### config.mk
export PLATFORM = sky130hd
export DESIGN_NAME = niosii_memtest_master
export DESIGN_NICKNAME = d
export VERILOG_FILES = /design/src/rtl/niosii_memtest_pkg.sv /design/src/rtl/niosii_memtest_cmp.sv /design/src/rtl/niosii_memtest_master.sv
export SDC_FILE = /design/constraint.sdc
export NUM_CORES = 1
export LEC_CHECK = 0
export BUFFER_PORTS_ARGS = -buffer_cell sky130_fd_sc_hd__clkbuf_2
export CAP_MARGIN = 5
export CELL_PAD_IN_SITES_DETAIL_PLACEMENT = 0
export CELL_PAD_IN_SITES_GLOBAL_PLACEMENT = 1
export CORE_MARGIN = 2
export CORE_UTILIZATION = 43
export CTS_CLUSTER_SIZE = 16
export DETAILED_ROUTE_END_ITERATION = 8
export GPL_TIMING_DRIVEN = 0
export MAX_ROUTING_LAYER = met4
export PLACE_DENSITY_LB_ADDON = 0.1
export SYNTH_ARGS = -nofsm -noshare
export SYNTH_HDL_FRONTEND = slang
export SYNTH_SLANG_ARGS = --single-unit
export TNS_END_PERCENT = 30
### constraint.sdc
create_clock -name clk -period 2.9 [get_ports clk]
set_input_delay 0.435 -clock clk [delete_from_list [all_inputs] [get_ports clk]]
set_output_delay 0.435 -clock clk [all_outputs]
set_load 0.01 [all_outputs]
### src/rtl/niosii_memtest_pkg.sv
// Shared types, defaults and the test pattern
// for the on-chip memory test master.
package niosii_memtest_pkg;

   localparam int MT_ADDR_W = 13;
   localparam int MT_DEPTH  = 6250;

   typedef enum logic [2:0] {
      ST_IDLE  = 3'd0,
      ST_WRITE = 3'd1,
      ST_READ  = 3'd2,
      ST_DRAIN = 3'd3,
      ST_DONE  = 3'd4
   } state_e;

   // Address mirrored into both half-words keeps
   // adjacent-word aliasing visible in readback.
   function automatic logic [31:0] pattern(
      input logic [31:0] seed,
      input logic [12:0] a
   );
      return seed ^ {3'b000, a, 3'b000, a};
   endfunction

endpackage

### src/rtl/niosii_memtest_cmp.sv
// Readback compare pipeline with saturating
// error counter and first-error address latch.
module niosii_memtest_cmp
   import niosii_memtest_pkg::*;
#(
   parameter int ADDR_W = MT_ADDR_W,
   parameter int CNT_W  = 16
) (
   input  logic              clk,
   input  logic              reset_n,
   input  logic              clear,
   input  logic              issue,
   input  logic [ADDR_W-1:0] issue_addr,
   input  logic [31:0]       issue_data,
   input  logic [31:0]       rdata,
   output logic [CNT_W-1:0]  err_count,
   output logic [ADDR_W-1:0] first_err_addr
);

   logic              pend_q;
   logic [31:0]       exp_q;
   logic [ADDR_W-1:0] addr_q;
   logic              miss;

   assign miss = pend_q && (rdata != exp_q);

   always_ff @(posedge clk or negedge reset_n) begin
      if (!reset_n) begin
         pend_q         <= 1'b0;
         exp_q          <= '0;
         addr_q         <= '0;
         err_count      <= '0;
         first_err_addr <= '0;
      end else if (clear) begin
         pend_q         <= 1'b0;
         err_count      <= '0;
         first_err_addr <= '0;
      end else begin
         pend_q <= issue;
         exp_q  <= issue_data;
         addr_q <= issue_addr;
         if (miss) begin
            if (err_count != '1)
               err_count <= err_count + CNT_W'(1);
            if (err_count == '0)
               first_err_addr <= addr_q;
         end
      end
   end

endmodule

### src/rtl/niosii_memtest_master.sv
// Avalon-MM master that writes a seeded pattern
// to on-chip memory, reads it back and checks it.
module niosii_memtest_master
   import niosii_memtest_pkg::*;
#(
   parameter int ADDR_W = MT_ADDR_W,
   parameter int DEPTH  = MT_DEPTH
) (
   input  logic              clk,
   input  logic              reset_n,
   input  logic              start,
   input  logic [31:0]       seed,
   input  logic [ADDR_W-1:0] word_count,
   output logic              busy,
   output logic              done,
   output logic              pass,
   output logic [15:0]       err_count,
   output logic [ADDR_W-1:0] first_err_addr,
   output logic [ADDR_W-1:0] avm_address,
   output logic [3:0]        avm_byteenable,
   output logic              avm_chipselect,
   output logic              avm_write,
   output logic [31:0]       avm_writedata,
   input  logic [31:0]       avm_readdata
);

   localparam logic [ADDR_W-1:0] DEPTH_C = ADDR_W'(DEPTH);
   localparam logic [ADDR_W-1:0] ONE =
      {{(ADDR_W-1){1'b0}}, 1'b1};

   state_e            state;
   logic [31:0]       seed_q;
   logic [ADDR_W-1:0] last_q;
   logic              fin_q;
   logic [ADDR_W-1:0] n_clamp;
   logic              accept;
   logic              at_last;
   logic [ADDR_W-1:0] addr_nx;

   assign n_clamp = (word_count > DEPTH_C) ? DEPTH_C : word_count;
   assign accept  = (state == ST_IDLE) && start;
   assign at_last = (avm_address == last_q);
   assign addr_nx = avm_address + ONE;

   assign busy = (state != ST_IDLE);
   assign done = (state == ST_DONE);
   assign pass = fin_q && (err_count == '0);

   always_ff @(posedge clk or negedge reset_n) begin
      if (!reset_n) begin
         state          <= ST_IDLE;
         seed_q         <= '0;
         last_q         <= '0;
         fin_q          <= 1'b0;
         avm_address    <= '0;
         avm_byteenable <= 4'h0;
         avm_chipselect <= 1'b0;
         avm_write      <= 1'b0;
         avm_writedata  <= '0;
      end else begin
         unique case (state)
            ST_IDLE: begin
               if (start) begin
                  seed_q <= seed;
                  last_q <= n_clamp - ONE;
                  fin_q  <= (n_clamp == '0);
                  if (n_clamp != '0) begin
                     state          <= ST_WRITE;
                     avm_address    <= '0;
                     avm_byteenable <= 4'hF;
                     avm_chipselect <= 1'b1;
                     avm_write      <= 1'b1;
                     avm_writedata  <= pattern(seed, 13'd0);
                  end else begin
                     state <= ST_DONE;
                  end
               end
            end
            ST_WRITE: begin
               if (at_last) begin
                  state       <= ST_READ;
                  avm_address <= '0;
                  avm_write   <= 1'b0;
               end else begin
                  avm_address   <= addr_nx;
                  avm_writedata <= pattern(seed_q, 13'(addr_nx));
               end
            end
            ST_READ: begin
               if (at_last) begin
                  state          <= ST_DRAIN;
                  avm_address    <= '0;
                  avm_byteenable <= 4'h0;
                  avm_chipselect <= 1'b0;
               end else begin
                  avm_address <= addr_nx;
               end
            end
            ST_DRAIN: begin
               state <= ST_DONE;
               fin_q <= 1'b1;
            end
            ST_DONE: begin
               state <= ST_IDLE;
            end
            default: begin
               state          <= ST_IDLE;
               avm_chipselect <= 1'b0;
               avm_write      <= 1'b0;
            end
         endcase
      end
   end

   niosii_memtest_cmp #(
      .ADDR_W (ADDR_W),
      .CNT_W  (16)
   ) u_cmp (
      .clk            (clk),
      .reset_n        (reset_n),
      .clear          (accept),
      .issue          (state == ST_READ),
      .issue_addr     (avm_address),
      .issue_data     (pattern(seed_q, 13'(avm_address))),
      .rdata          (avm_readdata),
      .err_count      (err_count),
      .first_err_addr (first_err_addr)
   );

endmodule
# Word-level counts from Yosys, hierarchy flattened
# Index checks and enable logic that the tools add are counted.
# op_classes
n_addsub	3
n_bitwise	4
n_reduce_logical	28
n_mux	32
n_eq_ne	12
n_lt_le_gt_ge	1
# ops
cell	count
$mux 32	3
$mux 13	7
$pmux 32 s2	1
$xor 32x29->32	2
$mux 16	3
$ne 32x32->1	1
$pmux 13 s2	1
$add 16x1->16 const B	1
$logic_not 16->1	1
$ne 16x16->1 const B	1
$reduce_and 4->1	4
$reduce_bool 2->1	7
$add 13x1->13 const B	1
$eq 13x13->1	1
$gt 13x13->1 const B	1
$logic_not 13->1	1
$reduce_bool 13->1	1
$sub 13x1->13 const B	1
$mux 3	4
$mux 4	3
$pmux 3 s4	1
$ne 2x2->1 const B	4
$pmux 4 s2	1
$reduce_and 2->1	4
other kinds (14)	25
# word_totals
register_bits	175
out_inout_bits	83
elab_cells	94
in_bits	80

# Longest topological paths before layout
# logic_depth
word_depth	6
mapped_depth	12
mapped_depth_nobuf	12

# By module
# From an unflattened synthesis, not the netlist that was laid out.
# unflattened
hier_cells	859
hier_area_um2	9039.9
# modules_own_cells
module	area_each_um2	cells_per_inst	n_inst	seq_area_each_um2
niosii_memtest_master	5444.0	568	1	2427.3
niosii_memtest_cmp	3595.9	291	1	1876.8

# Worst setup path after synthesis
# Ideal clock, no wire load.
# synth_path
path_type	input to register
from	in word_count[8]
to	reg avm_writedata[10]
slack_ps	-183
cell_stages	11
required_time_ps	2775
arrival_ps	2958
path_buffers	1
setup_time_ps	125
cell_sequence	or2_2 > nor3_1 > o21ai_0 > nor2b_1 > nor2_1 > ha_1 > or3b_2 > nor4_4 > o22ai_4 > buf_6 > mux2_4
# synth_between
elab_chain_len	5
# synth_rtl
item	line_no	text
start: declaration	niosii_memtest_master.sv:13	input logic [ADDR_W-1:0] word_count,
$gt 13x13->1	niosii_memtest_master.sv:40	assign n_clamp = (word_count > DEPTH_C) ? DEPTH_C : word_count;
$mux 13 *	niosii_memtest_master.sv:40	
$reduce_bool 13->1 *	niosii_memtest_master.sv:67	if (n_clamp != '0) begin
$ne 2x1->1 (no line) *	n/a	
$reduce_and 4->1 (no line) *	n/a	
end signal: assignment	niosii_memtest_master.sv:73	avm_writedata <= pattern(seed, 13'd0);
end signal: assignment	niosii_memtest_master.sv:86	avm_writedata <= pattern(seed_q, 13'(addr_nx));
end: declaration	niosii_memtest_master.sv:23	output logic [31:0] avm_writedata,
# Mark *: on every way between the ends. The rest lies on a longest branch, timed or not.
# A chain may end at the register's enable or synchronous reset.

# Worst setup path in the final report
# layout_path
from	reg u_cmp.exp_q[20]
to	reg u_cmp.first_err_addr[6]
# layout_between
elab_chain_len	4
# layout_rtl
item	line_no	text
start: declaration	niosii_memtest_cmp.sv:21	logic [31:0] exp_q;
start signal: assignment	niosii_memtest_cmp.sv:40	exp_q <= issue_data;
$ne 32x32->1	niosii_memtest_cmp.sv:25	assign miss = pend_q && (rdata != exp_q);
$logic_and 1x1->1	niosii_memtest_cmp.sv:25	
$reduce_bool 2->1 (no line)	n/a	
$reduce_and 2->1 (no line)	n/a	
end signal: assignment	niosii_memtest_cmp.sv:46	first_err_addr <= addr_q;
end: declaration	niosii_memtest_cmp.sv:17	output logic [ADDR_W-1:0] first_err_addr
# No other way between the ends.

==> parameters.txt <==
Parameter                              Value

Outcome
  Outcome ... finished clean

STA
  Slew Limit Headroom ... 43.0%
  RSZ-0062 raised after global routing ... yes
  Worst Setup Slack, final ... 0.111 ns
  Final worst path period need ... 2.79 ns
  Setup Skew ... 0.00890 ns
  Setup-failing EPs final ... 0
  Sum of negative setup slack ... 0 ns
  Achievable Freq ... 0.359 GHz
  Fin Hold WS ... 0.0803 ns
  Hold Fails Final Rpt ... 0
  Share of the clock period used by the worst path ... 96.2%
  Slew @ Worst Pin ... 0.849 ns
  Final Max Slew Viols ... 0

Detailed routing
  Iteration count of the initial detailed-routing pass ... 4
  Total number of vias ... 7179
  Post-route antenna net violation count ... 0
  DRC viols ... 0
  Iteration-0 DRC Markers ... 635
  Post-Route WL ... 26200 um
  Final routed wire length divided by cell count ... 18.9 um
  Average vias per placed instance ... 5.18

Global route
  Total gr overflow ... 0
  Number of global-route vias before repair ... 6919
  Initial antenna violation count ... 0
  Largest net degree at the start of global routing ... 98
  Global-route usage over all layers ... 25.7%
  Global-route wire length before repair ... 40900 um

Clock tree
  Hold_buf cts ... 0
  TritonCTS clock tree ... yes
  Clock-pin slew of the registers on the worst-case setup and hold paths ... 0.06 ns
  H-tree depth reported by CTS ... 4
  Total CTS buffers ... 17
  Clock Tree Buf Depth ... 2
  CTS Root Cell ... clkbuf_16
  Count of clock tree sinks ... 172
  Clk Latency, worst-skew pair ... 0.44 ns

Place
  Post-place instance area ... 10000 um^2
  Count of input and output buffers ... 162
  Count of placed standard cells including taps ... 1355
  GPL Wtd Cong ... 0.860
  Half-perimeter wire length after detailed placement ... 19200 um
  Worst slack at placement ... -0.468 ns

Die
  Core area ... 20200 um^2
  Num ports ... 163
  Number of cell rows ... 52
  Die Height ... 147 um
  DIE WIDTH ... 147 um
  Starting Density ... 43.6%
  Floorplan die area ... 21600 um^2

Final layout
  Final standard cell count with taps included and fillers excluded ... 1387
  Layout cell share with drive strength beyond 1 ... 25.7%
  Final Core Density ... 53.0%
  Net count reported at finish ... 1189
  Number of antenna cells inserted ... 0
  Area delta synth->final ... 21.5%
  Final Instance Area ... 10700 um^2

Yosys
  Area fraction in compound gates after synthesis ... 9.29%
  Unique masters post-synth ... 51
  Library cell with the highest instance count after synthesis ... nand2_1
  Mapped cell area ... 8800 um^2
  Top post-synthesis cells by count ... nand2_1, dfrtp_1, o21ai_0
  Adder-Cell Fraction of Synth Area ... 0.569%
  Combinational family with the most area after synthesis ... simple AND/OR/NAND/NOR gates
  Yosys synthesis warning count ... 0
  Cells after synthesis ... 922
  Count of flip-flops with a built-in enable after synthesis ... 0
  Flip-flop and latch count after synthesis ... 172
  Post-Syn Nets ... 1006
  Cells taking the most area after synthesis ... dfrtp_1, nand2_1, xor2_1
  Dominant cell type by area after synthesis ... dfrtp_1
  Simple-gate share of the synthesized area ... 19.1%
  Async S/R FF share, synth ... 100%
  Dominant register cell in the synthesized netlist ... dfrtp_1
  Post-Synth XOR/XNOR Area ... 10.9%
  Sequential fraction of the synthesis area ... 48.9%
  Multiplexer share of the synthesized area ... 7.41%
  Top-area cell type share of the netlist area ... 48.9%
  Synthesized area per cell ... 9.54 um^2

Pwr
  Total leakage power ... 5.17 nW
  PnR Total Power ... 10.6 mW
  Worst voltage drop across the vdd grid ... 0.000513 V
  PD cells ... 993 nW/um^2

Critical path
  Kind of critical path ... reg2reg
  CP required ... 3.26 ns
  Crit path arrival time ... 3.15 ns
  Type of element capturing the critical path ... flip-flop
  Startpoint of the lowest-slack register-to-register path ... u_cmp.exp_q[20]$_DFFE_PN0N_
  Launching element type of the critical path ... flip-flop
  Maximum fanout along the worst path ... 10
  Start point of the critical path ... u_cmp.exp_q[20]$_DFFE_PN0N_

Job
  MaxCap Viol Count ... 0

Hold path
  Hold WC Path Type ... in2async
cell families after synthesis:
family / Yosys count
compound gates: 141
xor+xnor: 110
simple gates: 377
fa+ha+maj: 4
mux: 48
buf+inv: 70
flops: 172
metal layers:
layer,vias up,part of all wire (%),global-route usage [%]
li1,3456,-,-
met2,214,44,36.9
met5,-,0,-
met1,3484,49,38.4
met3,25,5.3,3.91
met4,0,1.3,6.20
flip-flops by register name, summed over array words and instances, names as in the netlist:
signal and count:
u_cmp.addr_q 13, avm_chipselect 1, avm_byteenable 1, state 3
u_cmp.first_err_addr 13, avm_address 13, seed_q 32, avm_write 1
u_cmp.exp_q 32, avm_writedata 32, fin_q 1, last_q 13
u_cmp.err_count 16, u_cmp.pend_q 1
worst max-delay path, cell delays in order (launching register included):
cell,delay (ns)
dfrtp_1,0.40
xor2_1,0.17
nor4_1,0.52
nand4_1,0.47
o211ai_2,0.51
clkbuf_1,0.39
nand3_1,0.14
o21ai_0,0.09
layout by cell type (no fill, tap or decap), drive strengths merged, types with 32 or more instances in the layout:
cell type / synthesis / layout
o21ai: 68 / 68
xor2: 56 / 56
clkbuf: 34 / 213
nand2: 232 / 232
xnor2: 54 / 54
nor2: 37 / 37
dfrtp: 172 / 172
nand3: 32 / 32
a21oi: 37 / 37
mux2: 47 / 47
final timing paths:
| check | endpoint | slack, ns | depth (start not counted) |
|---|---|---|---|
| min in group clk | seed_q[26]$_DFFE_PN0P_ | 0.20 | 3 |
| max in group asynchronous | avm_writedata[12]$_DFFE_PN0P_ | 1.93 | 2 |
| min reg2reg | u_cmp.addr_q[10]$_DFFE_PN0N_ | 0.47 | 2 |
| min | u_cmp.err_count[14]$_DFFE_PN0P_ | 0.08 | 1 |
| max reg2reg | u_cmp.first_err_addr[6]$_DFFE_PN0P_ | 0.11 | 7 |
| max | u_cmp.first_err_addr[6]$_DFFE_PN0P_ | 0.11 | 7 |
where the power goes:
part	switching, mW	internal (mW)	total [mW]
logic	2.04	1.97	4.01
clock network	1.01	1.53	2.54
registers	0.716	3.35	4.07
total	3.77	6.85	10.6
what timing repair did:
item / in CTS / in global routing
endpoints found under the setup margin: 10 / 50
pin swaps: 1 / 3
buffers inserted: 0 / 1
gates resized for setup: 0 / 11
cell type report:
class	instances	area [um^2]
Clock buffer	17	425
Sequential cell	172	4300
Tap cell	270	338
Multi-Input combinational cell	680	4210
Timing Repair Buffer	164	855
Clock inverter	14	219
Buffer	59	302
Fill cell	1970	9480
Inverter	11	41.3
No activity file was read; power rests on OpenSTA's default activity.
